===== src/rtl/cpu_pkg.sv =====
// Shared CPU definitions: fetch FSM states and instruction field positions.
package cpu_pkg;

    typedef enum logic [1:0] {
        ST_RESET = 2'd0,
        ST_FETCH = 2'd1,
        ST_HOLD  = 2'd2
    } fetch_state_t;

    // Opcode field, consumed by the control decoder
    localparam int OPCODE_MSB = 31;
    localparam int OPCODE_LSB = 26;

    // Branch immediate field (signed word offset)
    localparam int IMM_MSB    = 15;
    localparam int IMM_LSB    = 0;

    // Jump target field (word index within the current 256 MB region)
    localparam int JTGT_MSB   = 25;
    localparam int JTGT_LSB   = 0;

    // Sign-extend a 16-bit word offset and convert it to a byte offset
    function automatic logic signed [31:0] branch_offset(input logic [15:0] imm);
        logic signed [31:0] ofs;
        ofs = {{14{imm[15]}}, imm, 2'b00};
        return ofs;
    endfunction

endpackage


===== src/rtl/next_pc_calc.sv =====
// Next fetch address for the held instruction: jump, taken branch or pc+4.
// All arithmetic wraps modulo 2^32.
module next_pc_calc
    import cpu_pkg::*;
(
    input  logic [31:0] pc,
    input  logic [31:0] instr,
    input  logic        branch,
    input  logic        jump,
    input  logic        zero,
    output logic [31:0] next_pc
);

    logic [31:0]        pc4;
    logic signed [31:0] br_ofs;
    logic [31:0]        br_tgt;
    logic [31:0]        jmp_tgt;
    logic               unused_opcode;

    assign pc4     = pc + 32'd4;
    assign br_ofs  = branch_offset(instr[IMM_MSB:IMM_LSB]);
    assign br_tgt  = pc4 + $unsigned(br_ofs);
    assign jmp_tgt = {pc4[31:28], instr[JTGT_MSB:JTGT_LSB], 2'b00};

    // The opcode bits only matter to the decoder, not to address generation
    assign unused_opcode = ^instr[OPCODE_MSB:OPCODE_LSB];

    // Jump outranks a taken branch; otherwise fall through sequentially
    always_comb begin
        next_pc = pc4;
        if (jump) begin
            next_pc = jmp_tgt;
        end else if (branch && zero) begin
            next_pc = br_tgt;
        end
    end

endmodule


===== src/rtl/fetch_unit.sv =====
// Instruction fetch unit: RESET -> FETCH (request until ack) -> HOLD (present
// instr until decode accepts) -> FETCH at the next PC.
// Optional performance counters are built only when FETCH_PERF_EN is defined.
module fetch_unit
    import cpu_pkg::*;
#(
    parameter logic [31:0] RESET_PC = 32'h0000_0000
)(
    input  logic        clk,
    input  logic        rst_n,
    output logic        imem_req,
    output logic [31:0] imem_addr,
    input  logic        imem_ack,
    input  logic [31:0] imem_rdata,
    output logic [31:0] instr,
    output logic        instr_valid,
    input  logic        instr_ready,
    input  logic        branch,
    input  logic        jump,
    input  logic        zero,
    output logic [31:0] pc,
    output logic        proto_err
`ifdef FETCH_PERF_EN
    ,
    output logic [31:0] fetch_count,
    output logic [31:0] redirect_count
`endif
);

    localparam logic [31:0] RESET_PC_W = {RESET_PC[31:2], 2'b00};

    fetch_state_t state;
    fetch_state_t state_nxt;
    logic [31:0]  fetch_pc;
    logic [31:0]  next_pc;
    logic         capture;
    logic         accept;

    // Data is taken only in FETCH; decode handshake only completes in HOLD
    assign capture   = (state == ST_FETCH) && imem_ack;
    assign accept    = (state == ST_HOLD) && instr_ready;
    assign imem_addr = fetch_pc;

    next_pc_calc u_next_pc (
        .pc      (pc),
        .instr   (instr),
        .branch  (branch),
        .jump    (jump),
        .zero    (zero),
        .next_pc (next_pc)
    );

    // State register; reset abandons any outstanding request
    always_ff @(posedge clk) begin
        if (!rst_n) begin
            state <= ST_RESET;
        end else begin
            state <= state_nxt;
        end
    end

    // Next-state and Moore outputs; instr_valid stays low in the ack cycle
    always_comb begin
        state_nxt   = state;
        imem_req    = 1'b0;
        instr_valid = 1'b0;
        case (state)
            ST_RESET: begin
                state_nxt = ST_FETCH;
            end
            ST_FETCH: begin
                imem_req = 1'b1;
                if (imem_ack) begin
                    state_nxt = ST_HOLD;
                end
            end
            ST_HOLD: begin
                instr_valid = 1'b1;
                if (instr_ready) begin
                    state_nxt = ST_FETCH;
                end
            end
            default: begin
                state_nxt = ST_RESET;
            end
        endcase
    end

    // Held instruction, its address, and the address of the next request
    always_ff @(posedge clk) begin
        if (!rst_n) begin
            fetch_pc <= RESET_PC_W;
            pc       <= RESET_PC_W;
            instr    <= 32'h0;
        end else begin
            if (capture) begin
                instr <= imem_rdata;
                pc    <= fetch_pc;
            end
            if (accept) begin
                fetch_pc <= next_pc;
            end
        end
    end

    // Sticky flag for an ack arriving when no request is outstanding
    always_ff @(posedge clk) begin
        if (!rst_n) begin
            proto_err <= 1'b0;
        end else if (imem_ack && (state != ST_FETCH)) begin
            proto_err <= 1'b1;
        end
    end

`ifdef FETCH_PERF_EN
    logic redirect;

    assign redirect = jump || (branch && zero);

    // Free-running wrap-around counters of accepted and redirecting instructions
    always_ff @(posedge clk) begin
        if (!rst_n) begin
            fetch_count    <= 32'h0;
            redirect_count <= 32'h0;
        end else if (accept) begin
            fetch_count <= fetch_count + 32'd1;
            if (redirect) begin
                redirect_count <= redirect_count + 32'd1;
            end
        end
    end
`endif

endmodule


===== config.mk =====
export PLATFORM = sky130hd
export DESIGN_NAME = fetch_unit
export DESIGN_NICKNAME = d
export VERILOG_FILES = /design/src/rtl/cpu_pkg.sv /design/src/rtl/next_pc_calc.sv /design/src/rtl/fetch_unit.sv
export SDC_FILE = /design/constraint.sdc
export NUM_CORES = 1
export LEC_CHECK = 0
export BUFFER_PORTS_ARGS = -buffer_cell sky130_fd_sc_hd__buf_2
export CAP_MARGIN = 20
export CORE_MARGIN = 2
export CORE_UTILIZATION = 55
export DETAILED_ROUTE_END_ITERATION = 7
export GPL_TIMING_DRIVEN = 0
export MAX_ROUTING_LAYER = met4
export PLACE_DENSITY = 0.87
export SLEW_MARGIN = 0
export SYNTH_ARGS = -nofsm -noshare
export SYNTH_HDL_FRONTEND = slang
export SYNTH_HIERARCHICAL = 1
export SYNTH_SLANG_ARGS = --single-unit

===== constraint.sdc =====
create_clock -name clk -period 4.01 [get_ports clk]
set_input_delay 0.401 -clock clk [delete_from_list [all_inputs] [get_ports clk]]
set_output_delay 0.401 -clock clk [all_outputs]
set_load 0.01 [all_outputs]

==> key figures, run 1 <==
Drt
  – Met3 WL post-DR: 2000 um
  – Total Routed Length: 20,100 um
  – Met1 WL: 8500 um
  – Via count: 6,765
  – ANT nets after route: 0
  – Drt first-iter violations: 666
  – # DRC: 0
  – Met2 wire len: 9140 um
  – Drt pass-1 iters: 5
  – DR top layer: met4
  – Drt via density: 6.08
  – Wire length per cell: 18.0 um

Global routing
  – Remaining Overflow, GRT: 0
  – Pin count of the biggest net entering global routing: 25
  – GR Util All Layers: 0.326
  – Vias in the first global route: 6,131
  – First-pass GRT wire length: 31,500 um
  – Initial antenna violation count: 0

Floorplan
  – I/O Pins: 138
  – Die W: 111 um
  – Row cnt: 39
  – DIE AREA: 12,300 um2
  – DIE HEIGHT: 111 um
  – Placeable Area: 11,300 um2
  – Initial core utilization: 0.557

Job
  – Max Cap Viol: 0

Yosys
  – Synth cell types: 61
  – #FFs+latches synth: 99
  – Ys Warns: 6
  – Mapped Cells: 819
  – Area of the mapped netlist: 6310 um2
  – Mean cell area of the mapped netlist: 7.71 um2
  – FFs w/ async S/R, synth: 0
  – Number of synthesized flops with an enable pin: 0
  – Register area share after synthesis: 0.314
  – Synth Net Count: 896
  – Ys flop type: dfxtp_1

Final layout
  – Share of cells above drive strength 1: 0.229
  – Net count, final: 1,042
  – Final Cell Area: 7560 um2
  – Layout area overhead: 19.7%
  – Ant diodes: 0
  – Non-filler cells, final: 1,113
  – Layout fillers: 994

CTS
  – Clk slew on worst S/H paths: 0.07 ns
  – Clk buf depth: 2
  – TritonCTS clock tree: yes
  – Cts hold-fix bufs: 0
  – H-Tree Depth: 3
  – Worst skew pair latency: 0.36 ns
  – Number of buffers created by CTS: 9
  – Clk sinks: 99
  – Post-CTS Setup Bufs: 0
  – Clock Tree Root: clkbuf_16

Power and ir drop
  – Power per Cell Area: 295 nW/um2
  – Peak supply drop: 0.323 mV
  – Lkg Pwr: 3.43 nW
  – Design Power: 2.23 mW

Timing
  – Fmax achieved: 250 MHz
  – Setup repair after global routing missed its margin: true
  – Min cycle time layout: 4.00 ns
  – Final Slew Violations: 0
  – Worst Tran Pin Value: 0.957 ns
  – Slew HR: 0.361
  – Min setup slack post-route: 0.00989 ns
  – Period utilization: 0.998
  – Skew final: 0.00842 ns
  – Final Hold Fails: 0
  – Count of final setup violators: 0

Status
  – Status: complete, no violations

Setup path
  – Kind of critical path: flip-flop to flip-flop
  – R2R cell count: 15
  – CP Launch Type: flip-flop
  – Worst-path cell chain: and4_1 > and3_1 > nand2_1 > xnor2_1 > ha_1 > and3_4 > and2_1 > o31a_1 > a311o_1 > a211o_1 > a21oi_1 > xor2_1 > a222oi_1 > nand3_1 > o21ai_1
  – Critical path's largest stage delay: 0.41 ns
  – Crit path max fanout: 7
  – Worst path slowest cell: dfxtp_2
  – Worst EP arrival: 4.29 ns
  – Worst Path Required: 4.30 ns
  – Crit. End Element: flip-flop

Min path
  – Worst min-delay path class: input pin to flip-flop
  – Hold path cells: 3

Placement
  – RePlAce Congestion: 1.01
  – Inst Count DP: 1,097
  – Cell area after placement: 7170 um2
  – Hpwl dp: 15,200 um
  – Setup WS pre-CTS: -0.188 ns
  – IO buf count: 135
==> power breakdown <==
group | internal (mW) | leakage (nW) | switching, mW | total (mW)
clock network | 0.508 | 0.148 | 0.403 | 0.911
logic | 0.103 | 2.48 | 0.183 | 0.287
registers | 1.00 | 0.803 | 0.0272 | 1.03
==> worst paths after layout <==
kind / start / endpoint / slack, ns
hold / removal: imem_rdata[30] / instr[30] / 0.28
hold reg to reg: proto_err / proto_err / 0.47
setup / recovery: pc[4] / imem_addr[25] / 0.01
setup reg to reg: pc[4] / imem_addr[25] / 0.01
==> metrics by stage <==
| step | hold slack [ns] | utilization | setup TNS (ns) |
|---|---|---|---|
| 4_1_cts | 0.282 | 0.660 | 0 |
| 2_1_floorplan | 0.489 | - | 0 |
| 3_3_place_gp | 0.443 | 0.633 | -0.119 |
| 6_report | 0.282 | 0.668 | 0 |
| 3_5_place_dp | 0.454 | 0.633 | -0.210 |
| 5_1_grt | 0.295 | 0.668 | -0.0905 |
==> cell usage in the layout, fill, tap and decap left out, drive strengths merged, types with 8 or more instances in the layout <==
| cell | count |
|---|---|
| mux2 | 8 |
| nor2 | 35 |
| dfxtp | 99 |
| a21o | 14 |
| xnor2 | 38 |
| a21oi | 53 |
| clkbuf | 43 |
| buf | 163 |
| nand4 | 12 |
| xor2 | 16 |
| ha | 37 |
| inv | 19 |
| nand3 | 121 |
| o21ai | 120 |
| and3 | 15 |
| nand2 | 100 |
==> per-layer routing <==
metal / vias to the layer above / GRT usage
li1: 3218 / -
met1: 3127 / 0.441
met2: 383 / 0.509
met3: 37 / 0.0416
met4: 0 / 0.110
met5: - / -
==> synth_stat cells, types with 3 or more instances <==
master	n	area (um2)
a211oi_1	6	45.0
a21boi_0	3	22.5
a21o_1	14	105
a21oi_1	53	265
a221oi_1	3	26.3
and3_1	14	87.6
and4_1	4	35.0
buf_1	3	11.3
buf_2	15	75.1
buf_6	9	101
clkbuf_1	31	116
dfxtp_1	99	1980
ha_1	37	463
inv_1	17	63.8
mux2_2	8	90.1
nand2_1	100	375
nand3_1	116	581
nand3_2	5	50.1
nand4_1	12	75.1
nor2_1	34	128
nor2b_1	7	43.8
o211ai_1	4	30.0
o21a_1	7	52.6
o21ai_0	77	385
o21ai_1	37	185
o21ai_2	6	52.6
o21bai_1	5	37.5
xnor2_1	38	333
xor2_1	16	140
==> cell families (layout without fill, tap and decap cells) <==
group / Yosys count / after routing / share of synthesized area
muxes: 9 / 9 / 0.0159
and+or+nand+nor: 308 / 308 / 0.238
adders and majority gates: 38 / 38 / 0.0765
xor gates and xnor gates: 54 / 54 / 0.0749
DFF: 99 / 99 / 0.314
AOI/OAI and AO/OA: 234 / 234 / 0.218
buffers and inverters: 77 / 228 / 0.0621
==> repair_timing <==
action                     CTS  global route
pin swaps                    0             0
resized for setup            5            23
setup endpoints to repair    3            12
gates cloned                 0             0
==> sequential cells by signal, summed over array words and instances (netlist names) <==
| register | cells |
|---|---|
| imem_addr | 32 |
| instr | 32 |
| pc | 32 |
| proto_err | 1 |
| state | 2 |
==> layout make-up <==
type	count	area [um2]	area share
plain buffers	59	328	0.0434
clock buffers	12	246	0.0326
clock inverters	4	56.3	0.00745
inverters	18	67.6	0.00894
multi-input cells	643	4020	0.532
flip-flops and latches	99	1990	0.263
well taps	143	179	0.0237
repair buffers	135	676	0.0894
==> critical path: cells and delay by family, from the launching register on <==
family / cells / cell delay, ns
compound gates: 6 / 1.65
xor+xnor: 2 / 0.41
fa+ha+maj: 1 / 0.38
flops: 1 / 0.41
simple gates: 6 / 1.07
Note: power is estimated with default switching activity, not from simulation.
==> run 2, diff against run 1 <==
--- a/config.mk
+++ b/config.mk
@@ -11,7 +11,6 @@
 export CORE_UTILIZATION = 55
 export DETAILED_ROUTE_END_ITERATION = 7
 export GPL_TIMING_DRIVEN = 0
-export MAX_ROUTING_LAYER = met4
 export PLACE_DENSITY = 0.87
 export SLEW_MARGIN = 0
 export SYNTH_ARGS = -nofsm -noshare
==> run 2 against run 1 <==
Clock skew grew 0.0024 ns. Cell count shrank 0.18%. Fmax grew 3.8%. Worst hold slack lost 0.0012 ns. Clock power shrank 4.7%.
==> key figures, run 2 (synthesized netlist as in run 1, its figures left out) <==
Drt
  – # DRC: 0 (unchanged)
  – Drt first-iter violations: 724 (+8.7%)
  – Total Routed Length: 19,400 um (-3.3%)
  – Via count: 6,617 (-2.2%)
  – Wire length per cell: 17.5 um (-3.1%)
  – ANT nets after route: 0 (unchanged)
  – Drt via density: 5.96 (-2.0%)
  – Drt pass-1 iters: 7 (+2)

Floorplan
  – I/O Pins: 138 (unchanged)
  – DIE AREA: 12,300 um2 (unchanged)
  – Die W: 111 um (unchanged)
  – Placeable Area: 11,300 um2 (unchanged)
  – DIE HEIGHT: 111 um (unchanged)
  – Row cnt: 39 (unchanged)
  – Initial core utilization: 0.557 (unchanged)

Setup path
  – Kind of critical path: flip-flop to flip-flop
  – Worst Path Required: 4.30 ns (about the same)
  – Critical path origin: pc[4]
  – Crit. End Element: flip-flop
  – Worst EP arrival: 4.14 ns (-0.15 ns)
  – CP Launch Type: flip-flop
  – Setup slack, reg-to-reg: 0.16 ns (+0.15 ns)
  – R2r endpoint: imem_addr[30]
  – R2R Path Start: pc[4]
  – R2R cell count: 17 (+2)
  – Crit path max fanout: 7 (unchanged)

Placement
  – Setup WS pre-CTS: -0.105 ns (+0.0832 ns)
  – Cell area after placement: 7170 um2 (unchanged)
  – Hpwl dp: 14,800 um (-2.7%)
  – RePlAce Congestion: 0.974 (-3.9%)
  – IO buf count: 135 (unchanged)

Timing
  – Min setup slack post-route: 0.158 ns (+0.148 ns)
  – WHS: 0.281 ns (-0.00120 ns)
  – Slew HR: 0.336 (-0.0254)
  – Final Slew Violations: 0 (unchanged)
  – Period utilization: 0.961 (-0.0369)
  – Count of final setup violators: 0 (unchanged)
  – Final Hold Fails: 0 (unchanged)
  – Setup TNS: 0 ns (unchanged)
  – Worst Tran Pin Value: 0.995 ns (+0.0380 ns)
  – Setup repair after global routing missed its margin: true
  – Skew final: 0.0108 ns (+0.00236 ns)
  – Fmax achieved: 260 MHz (+3.8%)
  – Min cycle time layout: 3.85 ns (-0.148 ns)

Min path
  – Hold Path Origin: imem_rdata[27]
  – Hold path cells: 3 (unchanged)
  – Worst min-delay path class: input pin to flip-flop
  – Worst min-delay path endpoint: instr[27]

Global routing
  – Vias in the first global route: 5,914 (-3.5%)
  – Initial antenna violation count: 0 (unchanged)
  – Remaining Overflow, GRT: 0 (unchanged)
  – First-pass GRT wire length: 30,300 um (-3.9%)
  – Pin count of the biggest net entering global routing: 25 (unchanged)
  – GR Util All Layers: 0.303 (-0.0231)

CTS
  – Clk buf depth: 2 (unchanged)
  – Post-CTS Setup Bufs: 0 (unchanged)
  – Clk slew on worst S/H paths: 0.08 ns (about the same)
  – Worst skew pair latency: 0.35 ns (about the same)
  – TritonCTS clock tree: yes
  – Clk sinks: 99 (unchanged)
  – H-Tree Depth: 3 (unchanged)
  – Cts hold-fix bufs: 0 (unchanged)
  – Clock Tree Root: clkbuf_16
  – Number of buffers created by CTS: 9 (unchanged)

Final layout
  – Ant diodes: 0 (unchanged)
  – Layout fillers: 988 (-0.60%)
  – Share of cells above drive strength 1: 0.229 (+0.000473)
  – Most frequent cells in the layout: buf_2 (150), nand3_1 (115), nand2_1 (100), dfxtp_1 (96), o21ai_0 (74)
  – Area of the multi-input gates: 4020 um2 (about the same)
  – Commonest non-fill, non-tap cell in the layout: buf_2
  – Layout area overhead: 19.4%
  – Reg area: 1990 um2 (unchanged)
  – Net count, final: 1,040 (-0.19%)
  – Final Cell Area: 7540 um2 (-0.28%)

Power and ir drop
  – Power per Cell Area: 290 nW/um2 (-1.7%)
  – Peak supply drop: 0.215 mV (-34%)
  – Lkg Pwr: 3.41 nW (-0.53%)

Status
  – Status: complete, no violations

Job
  – Max Cap Viol: 0 (unchanged)
## run 2: worst max-delay path by stage
stage | endpoint | slack, ns | depth (start not counted)
floorplan | imem_addr[27] | 0.58 | 17
global placement | imem_addr[27] | -0.1 | 17
detailed placement | imem_addr[27] | -0.10 | 17
CTS | imem_addr[27] | 0.06 | 17
global route | imem_addr[31] | -0.02 | 19
finish | imem_addr[30] | 0.16 | 17
## run 2: what timing repair did
action                     in CTS  in global routing
gates resized for setup         4                 21
pin swaps                       0                  1
setup endpoints to repair       3                 12
## run 2: routing by layer
layer / vias up / wire length, um / GRT usage
li1: 3207 / - / -
met1: 3046 / 8380 / 0.435
met2: 328 / 8750 / 0.476
met3: 36 / 1820 / 0.0421
met4: 0 / 467 / 0.0922
met5: - / 0 / 0
## run 2: cell type report
type / instances / share of cell area
multi-input cells: 643 / 0.533
flip-flops and latches: 99 / 0.263
repair buffers: 135 / 0.0897
plain buffers: 57 / 0.0423
clock buffers: 9 / 0.0299
well taps: 143 / 0.0237
clock inverters: 7 / 0.00897
inverters: 18 / 0.00897
## run 2: through the flow
| stage | util | power [mW] | std cells |
|---|---|---|---|
| global placement | 0.633 | 1.32 | 1097 |
| CTS | 0.659 | 2.17 | 1113 |
| global route | 0.666 | 2.25 | 1111 |
| detailed placement | 0.633 | 1.33 | 1097 |
| floorplan | - | 1.23 | 819 |
| finish | 0.666 | 2.19 | 1111 |
## run 2: report_power, final
group / internal, mW / total [mW] / leakage, nW / switching (mW)
Combinational: 0.104 / 0.286 / 2.46 / 0.182
Clock: 0.438 / 0.868 / 0.145 / 0.430
Sequential: 1.00 / 1.03 / 0.803 / 0.0274
## run 2: worst max-delay path: stages, from the launching register on
cell and delay (ns):
dfxtp_2 0.40, and4_1 0.27, and3_1 0.18, buf_2 0.18, nand3_1 0.22, nor2_4 0.21
nand2_1 0.12, xnor2_1 0.35, ha_1 0.35, a21o_1 0.18, a21o_1 0.17, a21oi_1 0.19
o21ai_0 0.13, a221oi_1 0.33, xor2_1 0.11, a21oi_1 0.22, nand3_1 0.09, o21ai_1 0.07
==> run 3, diff against run 2 <==
--- a/config.mk
+++ b/config.mk
@@ -9,6 +9,7 @@
 export CAP_MARGIN = 20
 export CORE_MARGIN = 2
 export CORE_UTILIZATION = 55
+export CTS_BUF_LIST = sky130_fd_sc_hd__clkbuf_8
 export DETAILED_ROUTE_END_ITERATION = 7
 export GPL_TIMING_DRIVEN = 0
 export PLACE_DENSITY = 0.87
==> run 3 against run 2 <==
Global-route usage shrank 0.26 points. Setup slack gained 0.047 ns. Critical path depth is 2 lower. Largest power group unchanged.
==> key figures, run 3 (synthesized netlist as in run 1, its figures left out) <==
Status
  – Status: complete, no violations

Drt
  – # DRC: 0 (unchanged)
  – Via count: 6,710 (+1.4%)
  – Drt first-iter violations: 627 (-13%)
  – ANT nets after route: 0 (unchanged)
  – Drt via density: 6.05 (+1.5%)
  – Total Routed Length: 19,500 um (+0.29%)
  – Wire length per cell: 17.5 um (+0.38%)
  – Drt pass-1 iters: 6 (-1)

Floorplan
  – Placeable Area: 11,300 um2 (unchanged)
  – Die W: 111 um (unchanged)
  – Initial core utilization: 0.557 (unchanged)
  – DIE AREA: 12,300 um2 (unchanged)
  – I/O Pins: 138 (unchanged)
  – Row cnt: 39 (unchanged)
  – DIE HEIGHT: 111 um (unchanged)

Global routing
  – GR Util All Layers: 0.301 (-0.00261)
  – Pin count of the biggest net entering global routing: 25 (unchanged)
  – Vias in the first global route: 5,846 (-1.1%)
  – Initial antenna violation count: 0 (unchanged)
  – Remaining Overflow, GRT: 0 (unchanged)
  – First-pass GRT wire length: 30,000 um (-0.80%)

CTS
  – TritonCTS clock tree: yes
  – Number of buffers created by CTS: 9 (unchanged)
  – H-Tree Depth: 3 (unchanged)
  – Clk buf depth: 2 (unchanged)
  – Clk sinks: 99 (unchanged)
  – Worst skew pair latency: 0.38 ns (+0.03 ns)
  – Clk slew on worst S/H paths: 0.11 ns (+0.03 ns)
  – Clock Tree Root: clkbuf_8

Placement
  – Hpwl dp: 14,800 um (unchanged)
  – RePlAce Congestion: 0.974 (unchanged)
  – IO buf count: 135 (unchanged)
  – Inst Count DP: 1,097 (unchanged)
  – Cell area after placement: 7170 um2 (unchanged)

Timing
  – WHS: 0.244 ns (-0.0364 ns)
  – Period utilization: 0.949 (-0.0116)
  – Count of final setup violators: 0 (unchanged)
  – Slew HR: 0.317 (-0.0190)
  – Skew final: 0.0109 ns (+0.000116 ns)
  – Min cycle time layout: 3.81 ns (-0.0465 ns)
  – Final Hold Fails: 0 (unchanged)
  – Worst Tran Pin Value: 1.02 ns (+0.0284 ns)
  – Setup TNS: 0 ns (unchanged)
  – Fmax achieved: 263 MHz (+1.2%)
  – Final Slew Violations: 0 (unchanged)

Final layout
  – Non-filler cells, final: 1,110 (-0.090%)
  – Most frequent cells in the layout: buf_2 (150), nand3_1 (115), nand2_1 (100), dfxtp_1 (95), o21ai_0 (74)
  – Share of cells above drive strength 1: 0.231 (+0.00127)
  – Final Cell Area: 7440 um2 (-1.2%)
  – Net count, final: 1,039 (-0.096%)
  – Layout area overhead: 17.9%
  – Commonest non-fill, non-tap cell in the layout: buf_2
  – Layout fillers: 1,005 (+1.7%)
  – Ant diodes: 0 (unchanged)

Setup path
  – CP Launch Type: flip-flop
  – Kind of critical path: flip-flop to flip-flop
  – Crit. End Element: flip-flop
  – Worst EP arrival: 4.13 ns (about the same)
  – Worst Path Required: 4.34 ns (+0.04 ns)
  – Crit path max fanout: 6 (-1)

Power and ir drop
  – Lkg Pwr: 3.37 nW (-1.4%)
  – Peak supply drop: 0.214 mV (-0.29%)
  – Power per Cell Area: 265 nW/um2 (-8.7%)

Job
  – Max Cap Viol: 0 (unchanged)

Min path
  – Worst min-delay path class: input pin to flip-flop
-- run 3: changes by cell type in the layout (fill, tap and decap cells not counted) --
cell and delta:
buf_4 +1, a221oi_1 -1, dfxtp_1 -1, clkbuf_8 +9, clkbuf_16 -9, clkbuf_2 -2, dfxtp_4 +1, a221oi_2 +1
-- run 3: power by group --
group / switching, mW / internal [mW] / total [mW]
Sequential: 0.0277 / 1.00 / 1.03
Clock: 0.409 / 0.243 / 0.652
Combinational: 0.182 / 0.104 / 0.286
Total: 0.619 / 1.35 / 1.97
-- run 3: per-stage QoR --
step                      utilization  setup WS (ns)  power, mW
after detailed placement        0.633         -0.105       1.33
final                           0.657          0.204       1.97
after global routing            0.657        -0.0316       2.04
after CTS                       0.651         0.0357       1.96
after floorplan                     -          0.576       1.23
after global placement          0.633        -0.0985       1.32
-- run 3: path summary, 6_finish.rpt --
kind                                    start            end  slack, ns  depth (start not counted)
worst max-delay path                    pc[7]  imem_addr[25]       0.20                         15
worst min-delay path            imem_rdata[4]       instr[4]       0.24                          3
worst max register to register          pc[7]  imem_addr[25]       0.20                         15
worst min register to register      instr[28]      instr[28]       0.48                          2
-- run 3: repair_timing --
action,4_1_cts,5_1_grt
hold buffers,0,0
resized for setup,4,20
pin swaps,0,2
setup endpoints to repair,3,11
setup buffers,0,1
endpoints found under the hold margin,0,0
-- run 3: final cells by class --
type	instances	area, um2	share of cell area
repair buffers	136	683	0.0918
inverters	18	67.6	0.00908
clock inverters	7	67.6	0.00908
multi-input cells	643	4020	0.541
flip-flops and latches	99	1990	0.267
clock buffers	9	124	0.0166
plain buffers	55	309	0.0415
well taps	143	179	0.0240
-- run 3: routing by layer --
layer / up-vias / share of wire / routed length [um] / track usage
li1: 3209 / - / - / -
met1: 3103 / 0.44 / 8530 / 0.435
met5: - / 0 / 0 / 0
met3: 40 / 0.092 / 1790 / 0.0426
met4: 0 / 0.023 / 448 / 0.0724
met2: 358 / 0.45 / 8700 / 0.476
-- run 3: worst max-delay path, stage by stage (launching register included) --
cell and delay (ns):
dfxtp_1 0.41, and4_1 0.27, and3_1 0.19, nand4_1 0.12, xnor2_1 0.28, ha_1 0.36
and3_4 0.19, and2_1 0.17, o31a_1 0.23, a311o_1 0.38, a211o_1 0.34, a21oi_1 0.19
xor2_1 0.11, a222oi_1 0.30, nand3_1 0.11, o21ai_1 0.09
